### src/rtl/project_switch_sequencer.sv
// Sequenced project switchover for the multi-project harness: isolate pads, change select, hold reset.
// Optional auto-rotation dwell timer is built when PSEQ_AUTOROTATE_EN is defined.
module project_switch_sequencer #(
  parameter int          NUM_PROJECTS   = 6,
  parameter logic [31:0] BASE_ADDR      = 32'h3000_0800,
  parameter int          ISOLATE_CYCLES = 4,
  parameter int          RESET_CYCLES   = 16
) (
  input  logic        clk,
  input  logic        reset,
  input  logic        wbs_stb_i,
  input  logic        wbs_cyc_i,
  input  logic        wbs_we_i,
  input  logic [3:0]  wbs_sel_i,
  input  logic [31:0] wbs_adr_i,
  input  logic [31:0] wbs_dat_i,
  output logic        wbs_ack_o,
  output logic [31:0] wbs_dat_o,
  output logic [7:0]  active_project,
  output logic        io_isolate,
  output logic        proj_reset,
  output logic        switch_done
);

  localparam logic [1:0] ST_RUN     = 2'd0;
  localparam logic [1:0] ST_ISOLATE = 2'd1;
  localparam logic [1:0] ST_RESET   = 2'd2;

  localparam int CNT_MAX = (ISOLATE_CYCLES > RESET_CYCLES) ? ISOLATE_CYCLES : RESET_CYCLES;
  localparam int CNT_W   = $clog2(CNT_MAX + 1);
  localparam logic [CNT_W-1:0] ISO_LAST = CNT_W'(ISOLATE_CYCLES - 1);
  localparam logic [CNT_W-1:0] RST_LAST = CNT_W'(RESET_CYCLES - 1);
  localparam logic [7:0] NUM_P8  = 8'(NUM_PROJECTS);
  localparam logic [7:0] LAST_ID = 8'(NUM_PROJECTS - 1);

  logic [1:0]       state;
  logic [CNT_W-1:0] phase_cnt;
  logic [7:0]       pending_target;
  logic [7:0]       ctrl_target;
  logic             err;

  // Wishbone classic handshake: a request is taken on the edge where stb&cyc is
  // high and ack is low; ack is high for exactly the following cycle, so a master
  // holding stb until ack sees each request acted on once.
  logic       in_window;
  logic [1:0] offset;
  logic       wb_take;
  logic       wr_full;
  logic       ctrl_wr;
  logic       dwell_wr;
  logic       errclr_wr;
  logic [7:0] wr_target;
  logic       in_run;
  logic       ctrl_go;
  logic [7:0] next_rot;
  logic       start_req;
  logic [7:0] start_target;
  logic [31:0] rd_data;
  logic       unused_bits;

  assign in_window = (wbs_adr_i[31:4] == BASE_ADDR[31:4]);
  assign offset    = wbs_adr_i[3:2];
  assign wb_take   = wbs_stb_i & wbs_cyc_i & in_window & ~wbs_ack_o;
  assign wr_full   = wb_take & wbs_we_i & (wbs_sel_i == 4'hF);
  assign ctrl_wr   = wr_full & (offset == 2'd0);
  assign dwell_wr  = wr_full & (offset == 2'd1);
  assign errclr_wr = wr_full & (offset == 2'd3);
  assign wr_target = wbs_dat_i[7:0];
  assign in_run    = (state == ST_RUN);
  assign ctrl_go   = ctrl_wr & (wr_target < NUM_P8) & in_run;
  assign next_rot  = (active_project == LAST_ID) ? 8'd0 : active_project + 8'd1;

  logic        auto_en;
  logic [31:0] dwell;
  logic        dwell_expiry;

`ifdef PSEQ_AUTOROTATE_EN
  logic [31:0] dwell_cnt;

  // Register writes restart the dwell period and take priority over an expiry.
  assign dwell_expiry = in_run & auto_en & (dwell != 32'd0) &
                        (dwell_cnt == dwell - 32'd1) & ~ctrl_wr & ~dwell_wr;

  always_ff @(posedge clk) begin
    if (reset) begin
      auto_en   <= 1'b0;
      dwell     <= 32'd0;
      dwell_cnt <= 32'd0;
    end else begin
      if (ctrl_wr) auto_en <= wbs_dat_i[8];
      if (dwell_wr) dwell <= wbs_dat_i;
      if (!in_run || ctrl_wr || dwell_wr || dwell_expiry)
        dwell_cnt <= 32'd0;
      else if (auto_en && (dwell != 32'd0))
        dwell_cnt <= dwell_cnt + 32'd1;
    end
  end

  assign unused_bits = ^wbs_adr_i[1:0];
`else
  assign auto_en      = 1'b0;
  assign dwell        = 32'd0;
  assign dwell_expiry = 1'b0;
  assign unused_bits  = ^{wbs_adr_i[1:0], wbs_dat_i[31:8]};
`endif

  assign start_req    = ctrl_go | dwell_expiry;
  assign start_target = ctrl_go ? wr_target : next_rot;

  always_comb begin
    rd_data = 32'd0;
    case (offset)
      2'd0:    rd_data = {23'd0, auto_en, ctrl_target};
      2'd1:    rd_data = dwell;
      2'd2:    rd_data = {15'd0, err, 6'd0, state, active_project};
      default: rd_data = 32'd0;
    endcase
  end

  always_ff @(posedge clk) begin
    if (reset) begin
      wbs_ack_o <= 1'b0;
      wbs_dat_o <= 32'd0;
    end else begin
      wbs_ack_o <= wbs_stb_i & wbs_cyc_i & in_window & ~wbs_ack_o;
      wbs_dat_o <= (wb_take & ~wbs_we_i) ? rd_data : 32'd0;
    end
  end

  always_ff @(posedge clk) begin
    if (reset) begin
      ctrl_target <= 8'd0;
      err         <= 1'b0;
    end else begin
      if (ctrl_wr) ctrl_target <= wr_target;
      if (errclr_wr)
        err <= 1'b0;
      else if (ctrl_wr && !ctrl_go)
        err <= 1'b1;
    end
  end

  // Reset lands in RESET so the first RESET_CYCLES cycles keep projects held.
  always_ff @(posedge clk) begin
    if (reset) begin
      state          <= ST_RESET;
      phase_cnt      <= '0;
      pending_target <= 8'd0;
      active_project <= 8'd0;
      switch_done    <= 1'b0;
    end else begin
      switch_done <= (state == ST_RESET) && (phase_cnt == RST_LAST);
      case (state)
        ST_RUN: begin
          if (start_req) begin
            state          <= ST_ISOLATE;
            phase_cnt      <= '0;
            pending_target <= start_target;
          end
        end
        ST_ISOLATE: begin
          if (phase_cnt == ISO_LAST) begin
            state          <= ST_RESET;
            phase_cnt      <= '0;
            active_project <= pending_target;
          end else begin
            phase_cnt <= phase_cnt + 1'b1;
          end
        end
        ST_RESET: begin
          if (phase_cnt == RST_LAST) begin
            state     <= ST_RUN;
            phase_cnt <= '0;
          end else begin
            phase_cnt <= phase_cnt + 1'b1;
          end
        end
        default: begin
          state     <= ST_RESET;
          phase_cnt <= '0;
        end
      endcase
    end
  end

  assign io_isolate = (state != ST_RUN);
  assign proj_reset = (state == ST_RESET);

endmodule

### config.mk
export PLATFORM = sky130hd
export DESIGN_NAME = project_switch_sequencer
export DESIGN_NICKNAME = d
export VERILOG_FILES = /design/src/rtl/project_switch_sequencer.sv
export SDC_FILE = /design/constraint.sdc
export NUM_CORES = 1
export LEC_CHECK = 0
export BUFFER_PORTS_ARGS = -buffer_cell sky130_fd_sc_hd__buf_2
export CORE_ASPECT_RATIO = 0.7
export CORE_MARGIN = 5
export CORE_UTILIZATION = 46
export CTS_BUF_LIST = sky130_fd_sc_hd__clkbuf_4
export CTS_CLUSTER_DIAMETER = 200
export DETAILED_ROUTE_END_ITERATION = 6
export HOLD_SLACK_MARGIN = 0.1
export PLACE_DENSITY_LB_ADDON = 0.15
export SYNTH_ARGS = -nofsm -noshare
export SYNTH_HDL_FRONTEND = slang
export SYNTH_SLANG_ARGS = --single-unit
### constraint.sdc
create_clock -name clk -period 2.6 [get_ports clk]
set_input_delay 0.52 -clock clk [delete_from_list [all_inputs] [get_ports clk]]
set_output_delay 0.52 -clock clk [all_outputs]
set_load 0.005 [all_outputs]
==> results of run 1 <==
==> kinds of logic after synthesis <==
group,after synthesis
flops,45
compound gates,24
other cells,1
fa+ha+maj,6
simple gates,82
mux,24
buf+inv,37
==> worst reg2reg max path, cell delays in order (launching register included) <==
cell and delay [ns]:
dfxtp_1 0.38, ha_1 0.22, or4b_2 0.63, a21oi_1 0.33
or3b_2 0.20, nand2b_1 0.15, o22ai_1 0.09
==> synth_stat cells (all sizes together) <==
cell type | n | area share, %
a211o | 1 | 0.41
a21o | 1 | 0.35
a21oi | 9 | 2.1
a31oi | 1 | 0.29
and3 | 4 | 1.2
and3b | 1 | 0.41
and4bb | 1 | 0.59
buf | 24 | 8.7
clkbuf | 7 | 1.2
conb | 1 | 0.18
dfxtp | 45 | 42
ha | 6 | 3.5
inv | 6 | 1.1
mux2i | 24 | 11
nand2 | 8 | 1.4
nand2b | 4 | 1.2
nand3 | 3 | 0.70
nand4 | 6 | 2.3
nor2 | 30 | 6.2
nor2b | 1 | 0.29
nor3 | 2 | 1.0
nor3b | 5 | 1.8
nor4 | 9 | 3.5
nor4b | 1 | 0.70
o2111ai | 1 | 0.41
o21ai | 4 | 0.94
o22ai | 3 | 0.88
o2bb2ai | 2 | 0.82
o41a | 1 | 0.53
o41ai | 1 | 1.3
or2 | 2 | 0.59
or3 | 1 | 0.29
or3b | 1 | 0.41
or4 | 2 | 0.88
or4b | 1 | 0.47
==> through the flow <==
stage          hold slack [ns]  utilization (%)  power (W)
4_1_cts                 0.4114            57.47   0.001260
3_3_place_gp            0.4620            55.82  0.0008562
3_5_place_dp            0.4636            55.82  0.0008568
6_report                0.4243            57.47   0.001248
2_1_floorplan           0.4444                -  0.0008196
5_1_grt                 0.4124            57.47   0.001318
==> power breakdown <==
group          internal [W]  total (W)  leakage (nW)  switching (W)
clock network      0.000196   0.000407        0.0410       0.000211
logic             0.0000637   0.000134         0.784      0.0000702
registers          0.000700   0.000708         0.363     0.00000795
total              0.000960    0.00125          1.19       0.000289
==> registers in the layout, indices dropped and copies added (netlist names) <==
name,cells
phase_cnt,5
wbs_ack_o,1
pending_target,8
switch_done,1
ctrl_target,8
err,1
active_project,8
state,2
wbs_dat_o,11
==> final timing paths <==
path                                      to  cells after the start
worst max register to register  phase_cnt[0]                      6
worst max-delay path            phase_cnt[0]                      6
worst min register to register  phase_cnt[1]                      2
worst min-delay path               wbs_ack_o                      2
==> per-layer routing <==
| metal | wire length (um) | up-vias | part of all wire, % | GRT usage [%] |
|---|---|---|---|---|
| met5 | 0 | - | 0 | 0 |
| met4 | 16 | 0 | 0.36 | 2.198 |
| met3 | 349 | 2 | 7.9 | 5.079 |
| met2 | 1884 | 53 | 43 | 21.43 |
| met1 | 2170 | 743 | 49 | 20.94 |
| li1 | - | 871 | - | - |
==> final cells by class <==
type	count	share of cell area, %
Multi-Input combinational cell	157	42.51
Sequential cell	45	35.59
Timing Repair Buffer	75	15.42
Tap cell	55	2.719
Clock buffer	5	1.483
Clock inverter	2	1.384
Inverter	6	0.8898
==> reports/metrics.cfg, run 1 <==
[clock_tree]
cts_buffers = 5
cts.path.max_buffers = 2
clock_latency_ns = 0.34
clkTransAtPathRegs_ns = 0.12
cts_tree = yes
h-tree-depth = 2
ctsResizeCount = 0
cts_num_sinks = 45
cts_root_buffer = clkbuf_4
cts_setup_buffers = 0
cts_hold_buffers = 0

[critical_path]
startpoint = phase_cnt[0]
crit_buf_inv = 0
start_kind = flop
end_kind = flop
path_cells = ha_1 -> or4b_2 -> a21oi_1 -> or3b_2 -> nand2b_1 -> o22ai_1
critPathKind = flop to flop
r2r_setup_slack_ns = 0.51
path_max_fanout = 4
cp_top_family = simple AND/OR/NAND/NOR gates
cp_slowest_stage_delay_ns = 0.63
slowest_stage = or4b_2
worstPathArrival_ns = 2.34
regToRegStartpoint = phase_cnt[0]
worstPathRequired_ns = 2.84

[detailed_routing]
drtPass1Iterations = 4
vias_per_cell = 4.838
antenna_left = 0
routed_wl_um = 4420
drc = 0
wl_per_cell_um = 12.81
drt_iter0_markers = 65
via_count = 1669

[timing]
rsz0062_at_grt = false
setup_slack_ns = 0.5057
fin_crit_ns = 2.094
slew_violations = 0
period_share_pct = 80.55
setup_viol = 0
tns_ns = 0
tightest_slew_ns = 0.5559
max_freq_mhz = 477.5
clock_skew_ns = 0.004818
relSlewSlack_pct = 62.60
finalHoldViolations = 0

[yosys]
synthMuxAreaShare_pct = 11.25
synth_cell_types = 43
synth_fa_ha_area_share_pct = 3.515
yosys_warnings = 0
synth_compound_gate_area_share_pct = 8.026
synth_simple_gate_area_share_pct = 23.90
avgSynthCellArea_um2 = 9.753
synthXorXnorAreaFrac_pct = 0
yosysSeqAreaShare_pct = 42.18
netlist_area_um2 = 2136
ys_seq_elements = 45
syn_inst = 219
synth_top_family_by_area = simple AND/OR/NAND/NOR gates

[floorplanning]
die_h_um = 67.01
core_um2 = 4404
start_util_pct = 48.49
die_area_um2 = 6127
pin_count = 117
die_w_um = 91.44
rows = 20

[run]
drv_cap = 0

[grt]
overflow = 0
grt_first_pass_wirelength_um = 7196
grt.total_usage_pct = 14.63
grt_pass1_vias = 1507
antenna_found_initial = 0
grt_max_degree = 33

[placed_design]
port-buffer-count = 69
dp_hpwl_um = 3506
place_congestion = 0.8060
placed_area_um2 = 2459
dp_slack_ns = 0.2499
dp.cells = 338

[power_and_ir_drop]
ir_drop_mv = 0.3075
p_leak_nw = 1.188
power_density_nw_per_um2 = 493.2

[final_layout]
layout_commonest_cell = buf_2
final_area_um2 = 2531
ff_latch_area_um2 = 900.9
final_cell_mix = buf_2 (69), dfxtp_1 (45), mux2i_1 (24)
multiInputGateArea_um2 = 1076
fin_cells = 345
drive_above_1_share_pct = 35.52
antennaDiodeCount = 0
areaGrowthSynthToFinish_pct = 18.51
nets = 369
nFillCells = 404

[outcome]
status = finished clean

[hold_path]
worstHoldStart = reset
hp-class = primary input to flop

No activity file was read; power rests on OpenSTA's default activity.
==> run 2: changes to the inputs <==
--- a/config.mk
+++ b/config.mk
@@ -8,7 +8,7 @@
 export BUFFER_PORTS_ARGS = -buffer_cell sky130_fd_sc_hd__buf_2
 export CORE_ASPECT_RATIO = 0.7
 export CORE_MARGIN = 5
-export CORE_UTILIZATION = 46
+export CORE_UTILIZATION = 41
 export CTS_BUF_LIST = sky130_fd_sc_hd__clkbuf_4
 export CTS_CLUSTER_DIAMETER = 200
 export DETAILED_ROUTE_END_ITERATION = 6
==> constraint.sdc (replaced) <==
create_clock -name clk -period 1.9 [get_ports clk]
set_input_delay 0.38 -clock clk [delete_from_list [all_inputs] [get_ports clk]]
set_output_delay 0.38 -clock clk [all_outputs]
set_load 0.005 [all_outputs]
==> reports/metrics.cfg, run 2 (synthesized netlist as in run 1, its figures left out) <==
[outcome]
status = finished clean

[timing]
fin_crit_ns = 1.827  ; -0.2669 ns
max_freq_mhz = 547.2  ; +15%
finalHoldViolations = 0  ; unchanged
rsz0062_at_grt = true
clock_skew_ns = 0.02596  ; +0.02114 ns
slew_violations = 0  ; unchanged
period_share_pct = 96.18  ; +16 points
setup_viol = 0  ; unchanged

[grt]
grtUsageMet1_pct = 21.61  ; +0.66 points
grt.total_usage_pct = 14.31  ; -0.32 points
grt_first_pass_wirelength_um = 7721  ; +7.3%
grt.busiest_layer = met1
overflow = 0  ; unchanged
use_met3_pct = 4.306  ; -0.77 points
grt_pass1_vias = 1648  ; +9.4%
grt_util_met2_pct = 20.28  ; -1.2 points
antenna_found_initial = 0  ; unchanged
grt_max_degree = 33  ; unchanged

[floorplanning]
die_w_um = 96.27  ; +5.3%
die_area_um2 = 6776  ; +11%
start_util_pct = 41.49  ; -7.0 points
pin_count = 117  ; unchanged
core_um2 = 5147  ; +17%
rows = 22  ; +10%
die_h_um = 70.39  ; +5.0%

[critical_path]
worstPathRequired_ns = 2.19  ; -0.65 ns
cp_slowest_stage_delay_ns = 0.53  ; -0.10 ns
end_kind = flop
slowest_stage = or4_4
worstPathArrival_ns = 2.12  ; -0.22 ns
path_max_fanout = 8  ; +4
r2r_setup_slack_ns = 0.07  ; -0.43 ns
path_cells = nor4b_2 -> nand4_2 -> or2_4 -> or4_4 -> nor2_4
start_kind = flop
critPathKind = flop to flop

[placed_design]
placed_area_um2 = 2681  ; +9.1%
place_congestion = 0.7444  ; -7.6%
port-buffer-count = 69  ; unchanged
dp_hpwl_um = 3747  ; +6.9%

[final_layout]
antennaDiodeCount = 0  ; unchanged
final_cell_mix = buf_2 (69), dfxtp_1 (44), mux2i_1 (24)
ff_latch_area_um2 = 902.1  ; +0.14%
layout_commonest_cell = buf_2
final_area_um2 = 2810  ; +11%
multiInputGateArea_um2 = 1195  ; +11%
regMostFlops = wbs_dat_o
nFillCells = 495  ; +23%
largest_reg_flops = 11  ; unchanged
fin_util_pct = 54.59  ; -2.9 points
drive_above_1_share_pct = 44.34  ; +8.8 points
nets = 387  ; +4.9%
areaGrowthSynthToFinish_pct = 31.58

[clock_tree]
clock_latency_ns = 0.37  ; +0.03 ns
cts_buffers = 5  ; unchanged
cts_root_buffer = clkbuf_4
clkTransAtPathRegs_ns = 0.16  ; +0.04 ns
cts.path.max_buffers = 2  ; unchanged
cts_num_sinks = 45  ; unchanged
cts_setup_buffers = 0  ; unchanged
cts_tree = yes
h-tree-depth = 2  ; unchanged

[power_and_ir_drop]
p_leak_nw = 1.293  ; +8.9%
power_density_nw_per_um2 = 608.3  ; +23%
ir_drop_mv = 0.3585  ; +17%

[detailed_routing]
vias_per_cell = 4.640  ; -4.1%
routed_wl_um = 4878  ; +10%
wl_per_cell_um = 12.80  ; about the same
via_count = 1768  ; +5.9%
drt_iter0_markers = 50  ; -23%
drc = 0  ; unchanged
drtPass1Iterations = 4  ; unchanged
antenna_left = 0  ; unchanged

[hold_path]
hp-class = primary input to flop

[run]
drv_cap = 0  ; unchanged

run 2: cell types whose count changed in the layout (fill, tap and decap cells not counted), moves of 2 or more:
cell	previous run	this run
ha_2	0	2
o2bb2ai_1	2	0
or2_4	0	2
o22ai_1	3	1
ha_1	6	4
nor4_4	0	4
buf_4	6	23
o22ai_2	0	2
o2bb2ai_2	0	2
nor4_1	6	3
run 2: path summary, 6_finish.rpt:
check,from,to,depth (start not counted)
worst min-delay path,wbs_dat_i[4],ctrl_target[4],3
worst max-delay path,wbs_ack_o,wbs_dat_o[7],5
worst min register to register,pending_target[7],pending_target[7],1
worst max register to register,wbs_ack_o,wbs_dat_o[7],5
run 2: layout make-up:
| cell class | instances | area share (%) |
|---|---|---|
| clock inverters | 3 | 0.8905 |
| repair buffers | 93 | 19.15 |
| multi-input cells | 157 | 42.52 |
| flip-flops and latches | 45 | 32.10 |
| clock buffers | 5 | 1.336 |
| inverters | 6 | 0.8014 |
| well taps | 72 | 3.206 |
run 2: report_power, final:
part	switching [W]	internal, W	leakage [nW]
sequential	0.0000111	0.000960	0.363
clock	0.000340	0.000151	0.0318
combinational	0.000123	0.000124	0.898
total	0.000474	0.00123	1.29
run 2: metrics by stage:
| stage | power (W) | setup TNS, ns | worst slack (ns) | hold slack (ns) | std cells |
|---|---|---|---|---|---|
| after floorplan | 0.001127 | -0.4726 | -0.05135 | 0.4474 | 239 |
| after global placement | 0.001212 | -3.636 | -0.1533 | 0.4589 | 373 |
| after detailed placement | 0.001215 | -3.908 | -0.1643 | 0.4649 | 373 |
| after CTS | 0.001709 | 0 | 0.03251 | 0.2398 | 381 |
| after global routing | 0.001800 | -0.07050 | -0.04838 | 0.2616 | 381 |
| final | 0.001709 | 0 | 0.07257 | 0.2521 | 381 |
run 2: critical path: cells and delay by family, from the launching register on:
family           cells  cell delay (ns)
DFF                  1             0.35
and+or+nand+nor      5             1.39
run 2: metal layers:
layer / part of all wire [%] / vias up
li1: - / 909
met1: 49 / 802
met2: 41 / 55
met3: 9.5 / 2
met4: 0.16 / 0
met5: 0 / -
run 2: repair_timing:
action	in CTS	in global routing
pin swaps	0	2
endpoints found under the setup margin	3	16
gates resized for setup	2	13
hold buffers	0	0
==> run 3: changes to the inputs <==
--- a/config.mk
+++ b/config.mk
@@ -7,11 +7,12 @@
 export LEC_CHECK = 0
 export BUFFER_PORTS_ARGS = -buffer_cell sky130_fd_sc_hd__buf_2
 export CORE_ASPECT_RATIO = 0.7
-export CORE_MARGIN = 5
+export CORE_MARGIN = 2
 export CORE_UTILIZATION = 41
 export CTS_BUF_LIST = sky130_fd_sc_hd__clkbuf_4
 export CTS_CLUSTER_DIAMETER = 200
 export DETAILED_ROUTE_END_ITERATION = 6
+export GPL_ROUTABILITY_DRIVEN = 0
 export HOLD_SLACK_MARGIN = 0.1
 export PLACE_DENSITY_LB_ADDON = 0.15
 export SYNTH_ARGS = -nofsm -noshare
==> reports/metrics.cfg, run 3 (synthesized netlist as in run 1, its figures left out) <==
[clock_tree]
cts_setup_buffers = 0  ; unchanged
cts_hold_buffers = 0  ; unchanged
cts.path.max_buffers = 2  ; unchanged
clock_latency_ns = 0.36  ; about the same
cts_tree = yes
cts_num_sinks = 45  ; unchanged
cts_root_buffer = clkbuf_4
cts_buffers = 5  ; unchanged
clkTransAtPathRegs_ns = 0.15  ; about the same
h-tree-depth = 2  ; unchanged

[grt]
grt_first_pass_wirelength_um = 7679  ; -0.54%
grt_pass1_vias = 1624  ; -1.5%
grt.total_usage_pct = 16.56  ; +2.3 points
antenna_found_initial = 0  ; unchanged
grt_max_degree = 26  ; -21%
overflow = 0  ; unchanged

[detailed_routing]
via_count = 1773  ; +0.28%
wl_per_cell_um = 12.32  ; -3.8%
routed_wl_um = 4656  ; -4.6%
drt_iter0_markers = 47  ; -6.0%
antenna_left = 0  ; unchanged
drc = 0  ; unchanged
drtPass1Iterations = 4  ; unchanged
vias_per_cell = 4.690  ; +1.1%

[hold_path]
hp-class = primary input to flop

[floorplanning]
die_h_um = 64.39  ; -8.5%
rows = 21  ; -4.5%
start_util_pct = 43.70  ; +2.2 points
pin_count = 117  ; unchanged
core_um2 = 4887  ; -5.1%
die_w_um = 90.27  ; -6.2%
die_area_um2 = 5812  ; -14%

[placed_design]
port-buffer-count = 69  ; unchanged
dp_hpwl_um = 3581  ; -4.4%
dp_slack_ns = -0.1394  ; +0.02496 ns

[final_layout]
largest_reg_flops = 11  ; unchanged
final_cell_mix = buf_2 (69), dfxtp_1 (44), mux2i_1 (24)
layout_commonest_cell = buf_2
drive_above_1_share_pct = 43.04  ; -1.3 points
nets = 387  ; unchanged
areaGrowthSynthToFinish_pct = 32.10
antennaDiodeCount = 0  ; unchanged
regMostFlops = wbs_dat_o

[run]
drv_cap = 0  ; unchanged

[critical_path]
start_kind = flop
worstPathArrival_ns = 2.06  ; -0.06 ns
worstPathRequired_ns = 2.15  ; -0.04 ns
path_max_fanout = 8  ; unchanged
end_kind = flop
critPathKind = flop to flop

[timing]
fin_crit_ns = 1.813  ; -0.01465 ns
period_share_pct = 95.41  ; -0.77 points
tns_ns = 0  ; unchanged
max_freq_mhz = 551.6  ; +0.81%
finalHoldViolations = 0  ; unchanged
clock_skew_ns = 0.01513  ; -0.01083 ns
rsz0062_at_grt = false
slew_violations = 0  ; unchanged
setup_viol = 0  ; unchanged
setup_slack_ns = 0.08722  ; +0.01465 ns
whs_ns = 0.2777  ; +0.02568 ns

[power_and_ir_drop]
ir_drop_mv = 0.4676  ; +30%
p_leak_nw = 1.309  ; +1.2%
p_total_w = 0.001962  ; +15%
power_density_nw_per_um2 = 695.5  ; +14%

[outcome]
status = finished clean

run 3: through the flow:
stage / util [%] / std cells / area [um^2]
6_report: 57.73 / 378 / 2821
5_1_grt: 57.73 / 378 / 2821
4_1_cts: 57.17 / 378 / 2794
3_5_place_dp: 54.79 / 370 / 2678
3_3_place_gp: 54.79 / 370 / 2678
2_1_floorplan: - / 239 / 2275
run 3: path summary, 6_finish.rpt:
kind | from | endpoint | slack [ns] | cells after the start
min | wbs_dat_i[5] | ctrl_target[5] | 0.28 | 3
max reg2reg | phase_cnt[0] | active_project[3] | 0.09 | 5
min reg2reg | pending_target[3] | pending_target[3] | 0.48 | 1
max | phase_cnt[0] | active_project[3] | 0.09 | 5
run 3: area by class of cell:
class                   count  area [um^2]
well taps                  69        86.33
inverters                   6        22.52
clock inverters             3        68.82
clock buffers               5        37.54
multi-input cells         157         1166
repair buffers             93        538.0
fillers                   455         2066
flip-flops and latches     45        902.1
run 3: report_power, final:
group          total, W  leakage (nW)  switching (W)  internal [W]
logic          0.000249         0.890       0.000121      0.000128
registers      0.000970         0.363      0.0000104      0.000959
clock network  0.000744        0.0558       0.000329      0.000414
total           0.00196          1.31       0.000461       0.00150
run 3: per-layer routing:
metal	vias up	GRT usage (%)	share of wire, %	wire, um
met5	-	0	0	0
met1	811	22.93	50	2347
li1	908	-	-	-
met3	3	4.835	6.6	309
met2	51	25.47	43	1985
met4	0	4.038	0.30	14
run 3: timing repair:
item,in CTS,in global routing
setup endpoints to repair,3,3
pin swaps,0,1
gates resized for setup,2,7
endpoints found under the hold margin,0,0
run 3: worst max-delay path, stage by stage (launching register included):
cell and delay, ns:
dfxtp_1 0.36, ha_2 0.20, or4b_4 0.48, or2_2 0.42, mux2i_1 0.19, nor2_1 0.06
